===== src/rtl/led_bar_meter.sv =====
// led_bar_meter
//   Centre-zero LED bar graph for one joystick axis. An unsigned sample is
//   turned into a signed offset from the rest value. The offset drives a bar
//   that grows outward from the middle of the LED row: the low half of the row
//   is used above centre and the high half below it. Each lit LED needs STEP
//   more counts than the one before it. A level has to fall HYST counts below
//   its threshold before it turns off. If no valid sample arrives for
//   TIMEOUT_CYC cycles, the display blanks.
//
//   Build option: define LED_BAR_PEAK_HOLD_EN to add a peak marker. The marker
//   is one extra LED at the highest recent level. It holds for HOLD_CYC
//   cycles, then drops one step every DECAY_CYC cycles until it reaches the
//   live bar.
//
//   Timing: a sample taken on edge t updates level/dir on edge t+1 and led_on
//   on edge t+2.

module led_bar_meter #(
   parameter int unsigned IN_W        = 11,
   parameter int unsigned N_SIDE      = 8,
   parameter int unsigned CENTRE      = 500,
   parameter int unsigned DEADBAND    = 20,
   parameter int unsigned STEP        = 60,
   parameter int unsigned HYST        = 10,
   parameter int unsigned HOLD_CYC    = 50_000_000,
   parameter int unsigned DECAY_CYC   = 5_000_000,
   parameter int unsigned TIMEOUT_CYC = 100_000_000
) (
   input  logic                         clk,
   input  logic                         rst,
   input  logic                         in_valid,
   input  logic [IN_W-1:0]              velocity,
   output logic [2*N_SIDE-1:0]          led_on,
   output logic [$clog2(N_SIDE+1)-1:0]  level,
   output logic                         dir
);

   localparam int unsigned LV_W   = $clog2(N_SIDE + 1);
   localparam int unsigned MAG_W  = IN_W + 1;
   localparam int unsigned DIFF_W = IN_W + 2;
   localparam int unsigned TO_W   = (TIMEOUT_CYC > 1) ? $clog2(TIMEOUT_CYC) : 1;
   localparam logic [TO_W-1:0] TO_LAST = TO_W'(TIMEOUT_CYC - 1);

   // A zero step or an empty bar makes the threshold ladder meaningless.
   // Zero-length peak timers cannot be counted.
   if (N_SIDE == 0 || STEP == 0 || HOLD_CYC == 0 || DECAY_CYC == 0) begin : g_bad_cfg
      $error("led_bar_meter: N_SIDE, STEP, HOLD_CYC and DECAY_CYC must be non-zero");
   end

   // Magnitude of a signed offset. It always fits one bit narrower than the
   // offset, so the result cannot wrap.
   function automatic logic [MAG_W-1:0] abs_mag(input logic signed [DIFF_W-1:0] d);
      logic signed [DIFF_W-1:0] a;
      a = (d < 0) ? -d : d;
      return a[MAG_W-1:0];
   endfunction

   // Number of LEDs whose threshold, lowered by 'hyst', the magnitude strictly
   // exceeds. A lowered threshold never goes below zero.
   function automatic logic [LV_W-1:0] count_above(input logic [MAG_W-1:0] m,
                                                   input int unsigned      hyst);
      int unsigned     thr;
      logic [LV_W-1:0] n;
      n = '0;
      for (int unsigned k = 1; k <= N_SIDE; k++) begin
         thr = DEADBAND + (k - 1) * STEP;
         thr = (thr > hyst) ? (thr - hyst) : 32'd0;
         if (32'(m) > thr) n = n + LV_W'(1);
      end
      return n;
   endfunction

   function automatic logic [LV_W-1:0] lvl_min(input logic [LV_W-1:0] a,
                                               input logic [LV_W-1:0] b);
      return (a < b) ? a : b;
   endfunction

   // Solid bar of n LEDs, filled outward from the centre of the row.
   function automatic logic [2*N_SIDE-1:0] bar_pattern(input logic [LV_W-1:0] n,
                                                       input logic            d);
      logic [2*N_SIDE-1:0] p;
      p = '0;
      for (int unsigned i = 0; i < N_SIDE; i++) begin
         if (i < 32'(n)) begin
            if (d) p[N_SIDE-1-i] = 1'b1;
            else   p[N_SIDE+i]   = 1'b1;
         end
      end
      return p;
   endfunction

`ifdef LED_BAR_PEAK_HOLD_EN
   // Single LED at bar position pk (1..N_SIDE). pk = 0 lights nothing.
   function automatic logic [2*N_SIDE-1:0] peak_dot(input logic [LV_W-1:0] pk,
                                                    input logic            d);
      logic [2*N_SIDE-1:0] p;
      p = '0;
      for (int unsigned i = 1; i <= N_SIDE; i++) begin
         if (32'(pk) == i) begin
            if (d) p[N_SIDE-i]   = 1'b1;
            else   p[N_SIDE-1+i] = 1'b1;
         end
      end
      return p;
   endfunction
`endif

   // ---- stage 0: signed offset from centre (combinational) ----
   logic signed [DIFF_W-1:0] diff_p0;
   logic [MAG_W-1:0]         mag_p0;
   logic                     dir_p0;

   // Offset, magnitude and side of the incoming sample
   always_comb begin
      diff_p0 = $signed({2'b00, velocity}) - $signed(DIFF_W'(CENTRE));
      mag_p0  = abs_mag(diff_p0);
      dir_p0  = (diff_p0 > 0);
   end

   // ---- stage 1: captured sample ----
   logic             vld_p1;
   logic             dir_p1;
   logic [MAG_W-1:0] mag_p1;
   logic [LV_W-1:0]  up_p1;
   logic [LV_W-1:0]  dn_p1;
   logic [TO_W-1:0]  idle_cnt;
   logic             timeout_hit;

   // Sample qualifier; a reset drops any sample still in flight
   always_ff @(posedge clk or negedge rst) begin
      if (!rst) vld_p1 <= 1'b0;
      else      vld_p1 <= in_valid;
   end

   // Sample data, loaded only when qualified
   always_ff @(posedge clk) begin
      if (in_valid) begin
         dir_p1 <= dir_p0;
         mag_p1 <= mag_p0;
      end
   end

   // Rising and falling LED counts from the threshold ladder
   always_comb begin
      up_p1 = count_above(mag_p1, 0);
      dn_p1 = count_above(mag_p1, HYST);
   end

   // The terminal idle cycle blanks, unless a sample arrives on that same edge
   always_comb begin
      timeout_hit = (TIMEOUT_CYC != 0) && !in_valid && (idle_cnt == TO_LAST);
   end

   // Idle counter: cleared by every sample, parks at the terminal count
   always_ff @(posedge clk or negedge rst) begin
      if (!rst)              idle_cnt <= '0;
      else if (in_valid)     idle_cnt <= '0;
      else if (!timeout_hit) idle_cnt <= idle_cnt + TO_W'(1);
   end

   // ---- stage 2: level and direction ----
   // Level update with hysteresis. A change of side resets the bar with no
   // hysteresis, so the bar never shows a stale pattern across zero.
   always_ff @(posedge clk or negedge rst) begin
      if (!rst) begin
         level <= '0;
         dir   <= 1'b0;
      end else if (timeout_hit) begin
         level <= '0;
      end else if (vld_p1) begin
         if ((dir_p1 != dir) && (up_p1 != '0)) begin
            level <= up_p1;
            dir   <= dir_p1;
         end else if (up_p1 >= level) begin
            level <= up_p1;
         end else begin
            level <= lvl_min(level, dn_p1);
         end
      end
   end

   logic [2*N_SIDE-1:0] pattern_p2;

`ifdef LED_BAR_PEAK_HOLD_EN
   localparam int unsigned HOLD_W = (HOLD_CYC > 1) ? $clog2(HOLD_CYC) : 1;
   localparam int unsigned DEC_W  = (DECAY_CYC > 1) ? $clog2(DECAY_CYC) : 1;
   localparam logic [HOLD_W-1:0] HOLD_LAST = HOLD_W'(HOLD_CYC - 1);
   localparam logic [DEC_W-1:0]  DEC_LAST  = DEC_W'(DECAY_CYC - 1);

   logic [LV_W-1:0]   peak;
   logic              pk_dir;
   logic [HOLD_W-1:0] hold_cnt;
   logic [DEC_W-1:0]  dec_cnt;
   logic [LV_W-1:0]   pk_eff;

   // Peak tracker. A rise, a side change or a timeout snaps the peak to the
   // live level. Otherwise the peak dwells, then decays one step at a time.
   always_ff @(posedge clk or negedge rst) begin
      if (!rst) begin
         peak     <= '0;
         pk_dir   <= 1'b0;
         hold_cnt <= '0;
         dec_cnt  <= '0;
      end else if (timeout_hit) begin
         peak     <= '0;
         hold_cnt <= '0;
         dec_cnt  <= '0;
      end else if ((dir != pk_dir) || (level >= peak)) begin
         peak     <= level;
         pk_dir   <= dir;
         hold_cnt <= '0;
         dec_cnt  <= '0;
      end else if (hold_cnt != HOLD_LAST) begin
         hold_cnt <= hold_cnt + HOLD_W'(1);
      end else if (dec_cnt != DEC_LAST) begin
         dec_cnt <= dec_cnt + DEC_W'(1);
      end else begin
         peak    <= peak - LV_W'(1);
         dec_cnt <= '0;
      end
   end

   // The peak register trails the level by one edge. Use the live level
   // whenever the peak is about to snap, so no stale marker is ever shown.
   always_comb begin
      pk_eff     = ((dir != pk_dir) || (level >= peak)) ? level : peak;
      pattern_p2 = bar_pattern(level, dir) | peak_dot(pk_eff, dir);
   end
`else
   // Plain bar
   always_comb begin
      pattern_p2 = bar_pattern(level, dir);
   end
`endif

   // ---- stage 3: LED output register ----
   // Blanked on the stale-input edge. Afterwards level stays 0, so the
   // display remains dark until the next sample.
   always_ff @(posedge clk or negedge rst) begin
      if (!rst)             led_on <= '0;
      else if (timeout_hit) led_on <= '0;
      else                  led_on <= pattern_p2;
   end

endmodule


===== config.mk =====
export PLATFORM = sky130hd
export DESIGN_NAME = led_bar_meter
export DESIGN_NICKNAME = d
export VERILOG_FILES = /design/src/rtl/led_bar_meter.sv
export SDC_FILE = /design/constraint.sdc
export NUM_CORES = 1
export LEC_CHECK = 0
export CAP_MARGIN = 40
export CORE_ASPECT_RATIO = 1.25
export CORE_MARGIN = 2
export CORE_UTILIZATION = 64
export CTS_CLUSTER_DIAMETER = 40
export DETAILED_ROUTE_END_ITERATION = 8
export HOLD_SLACK_MARGIN = 0.05
export PLACE_DENSITY = 0.89
export SKIP_CTS_REPAIR_TIMING = 1
export SLEW_MARGIN = 20
export SYNTH_ARGS = -nofsm -noshare
export SYNTH_HDL_FRONTEND = slang
export SYNTH_SLANG_ARGS = --single-unit

===== constraint.sdc =====
create_clock -name clk -period 18.14 [get_ports clk]
set_input_delay 3.628 -clock clk [delete_from_list [all_inputs] [get_ports clk]]
set_output_delay 3.628 -clock clk [all_outputs]
set_load 0.1 [all_outputs]

==> flow_metrics.tcl <==
set metrics [dict create \
    status "finished clean" \
    gp_congestion 0.910 \
    nFillCells 453 \
    avgSynthCellArea_um2 8.82 \
    r2r-start "mag_p1[8]" \
    p_comb_share_pct 61.4 \
    vias 4092 \
    hp-class "flop to flop" \
    drc 0 \
    area_delta_synth_final_pct 18.4 \
    postLayoutCellArea_mm2 0.00554 \
    maxCapViolations 0 \
    synthArstFlopShare_pct 79.0 \
    crit_required_ns 18.43 \
    cts_tree "built" \
    critPathSlowestCell "edfxtp_1" \
    cp-endpoint "level[3]" \
    antenna_cells 0 \
    drt_first_iter_violations 280 \
    critPathKind "flop to flop" \
    post-route-period-util_pct 43.5 \
    synth_fp_nets 570 \
    max_slew_margin_pct 49.3 \
    synth_area_leader_cell "dfrtp_1" \
    crit_arrival_ns 8.19 \
    r2r_slack_ns 10.25 \
    synth_ff_type "dfrtp_1" \
    dp.cells 655 \
    fin_cells 671 \
    path_common_cell "ha_1" \
    crit_path_end_kind "flop" \
    rsz0062_at_grt "no" \
    p_int_mw 0.401 \
    hpwl_mm 7.97 \
    yosys-top-cells-area "dfrtp_1 (26%), edfxtp_1 (8.3%), ha_1 (7.0%), nor2_1 (6.1%), xnor2_1 (5.1%)" \
    regArea_mm2 0.00162 \
    multi_input_area_mm2 0.00289 \
    port_buffers 34 \
    path_depth 32 \
    synth_commonest_cells "nor2_1 (76), dfrtp_1 (49), nand2_1 (49)" \
    seqPwrFrac_pct 25.0 \
    clock_sinks 62 \
    routed_wl_mm 10.8 \
    clock_latency_ns 0.35 \
    critPathTopFamily "simple AND/OR/NAND/NOR gates" \
    swShare_pct 49.3 \
    num_rows 34 \
    ioPinCount 35 \
    switchingPower_mw 0.390 \
    post_route_cells_drive_above_1_share_pct 10.2 \
    cellLeakagePower_nw 2.39 \
    vdd_drop_max_mv 0.168 \
    finalWorstSetupSlack_ns 10.25 \
    crit_start "mag_p1[8]" \
    hold_viol 0 \
    synth_top_area_share_pct 26.2 \
    setup_violations 0 \
    netlist-cell-type-count 69 \
    grt_pass1_wl_mm 18.3 \
    r2r_cells 32 \
    fmax_mhz 127 \
    synth_edf_count 13 \
    initial_core_util_pct 66.6 \
    clkTransAtPathRegs_ns 0.08 \
    grt_util_all_layers_pct 28.8 \
    antenna_found_initial 0 \
    worst_pin_slew_ns 0.757 \
    period_minus_slack_ns 7.89 \
    wl_per_cell_um 16.1 \
    powerDensity_mw_per_mm2 143 \
    die_x_um 80.5 \
    clockBufferDepth 2 \
    root_buffer "clkbuf_8" \
    grt_pass1_vias 4114 \
    pwr-share-clk_pct 13.6 \
    path_buf_inv 0 \
    drt-vias-per-instance 6.10 \
    synth_seq_cells 62 \
    slew_viol_final 0 \
    numCtsBuffers 9 \
    dpl_worst_slack_ns 10.53 \
    die_h_um 99.6 \
    max_stage_delay_ns 0.57 \
    syn_inst 530 \
    drtAntennaViolNets 0 \
    dr.pass1.iters 5 \
    fin_setup_tns_ns 0 \
    yosysWarnings 0 \
    crit_fanout 11 \
    place_area_mm2 0.00537 \
    critPathLaunchType "flop" \
    skew_ns 0.0117 \
    finalPower_mw 0.791 \
    htreeDepth 3 \
    coreArea_mm2 0.00702 \
    grt_max_degree 43 \
    yosysSeqAreaShare_pct 34.6 \
    yosysMostFrequentCell "nor2_1" \
    die-area_mm2 0.00801 \
    r2r_end "level[3]" \
    synth_area_mm2 0.00468 \
    nets 616 \
    grt_overflow 0 \
]
tightest hold or removal path: stages, from the launching register on:
cell	delay [ns]
dfrtp_1	0.38
nand2_1	0.05
o21ai_0	0.06
how the worst min path moves through the flow:
stage	from	end	slack (ns)	cells after the start
after global placement	idle_cnt[1]	idle_cnt[1]	0.50	2
after detailed placement	idle_cnt[1]	idle_cnt[1]	0.52	2
after floorplan	idle_cnt[1]	idle_cnt[1]	0.48	2
after CTS	idle_cnt[1]	idle_cnt[1]	0.53	2
after global routing	idle_cnt[15]	idle_cnt[15]	0.57	2
final	idle_cnt[1]	idle_cnt[1]	0.53	2
stage by stage:
step | hold slack [ns] | util, %
2_1_floorplan | 0.476 | -
3_3_place_gp | 0.496 | 71.6
3_5_place_dp | 0.518 | 76.5
4_1_cts | 0.535 | 78.9
5_1_grt | 0.566 | 78.9
6_report | 0.528 | 78.9
kinds of logic (layout without fill, tap and decap cells):
logic type | Yosys count | count (layout) | share of synthesized area (%)
AO/OA/AOI/OAI | 95 | 95 | 14.1
XOR/XNOR | 60 | 60 | 13.1
adder cells (fa/ha/maj) | 26 | 26 | 6.96
buffers and inverters | 40 | 91 | 3.59
flip-flops | 62 | 62 | 34.6
multiplexers | 12 | 12 | 2.65
other | 1 | 1 | 0.0802
AND/OR/NAND/NOR | 234 | 234 | 25.0
layer usage:
| metal | track usage [%] | share of wire (%) | vias up |
|---|---|---|---|
| met5 | 0 | 0 | - |
| met1 | 34.2 | 41 | 1959 |
| met4 | 13.7 | 3.3 | 0 |
| met3 | 5.26 | 4.4 | 36 |
| met2 | 49.9 | 52 | 133 |
| li1 | - | - | 1964 |
area by class of cell:
class | count | area share (%)
inverter | 17 | 1.15
multi-input combinational | 428 | 52.2
clock buffer | 9 | 2.24
timing repair buffer | 58 | 12.3
tap | 90 | 2.03
clock inverter | 7 | 0.836
sequential | 62 | 29.2
flip-flops by register name, indices dropped and copies added, names as in the netlist:
signal / cells
dir: 1
level: 4
led_on: 16
dir_p1: 1
vld_p1: 1
idle_cnt: 27
mag_p1: 12
placed cells by master (no fill, tap or decap), types with 9 or more instances in the layout:
master           instances
nor3_1                  15
dfrtp_1                 49
buf_8                   21
nand2_1                 49
nand4_1                 10
nand3_1                 20
clkbuf_8                 9
ha_1                    26
mux2i_1                  9
and3_1                  14
or3_1                    9
o21ai_0                 14
nor2_1                  76
xor2_1                  25
inv_1                   17
xnor2_1                 27
edfxtp_1                13
a21oi_1                 22
clkdlybuf4s50_1         33
power groups by stage:
stage | combinational, mW | clock [mW] | sequential (mW)
floorplan | 0.193 | 0 | 0.328
global placement | 0.390 | 0 | 0.195
detailed placement | 0.481 | 0 | 0.199
CTS | 0.484 | 0.109 | 0.196
global route | 0.512 | 0.115 | 0.201
finish | 0.485 | 0.108 | 0.198
Note: power is estimated with default switching activity, not from simulation.
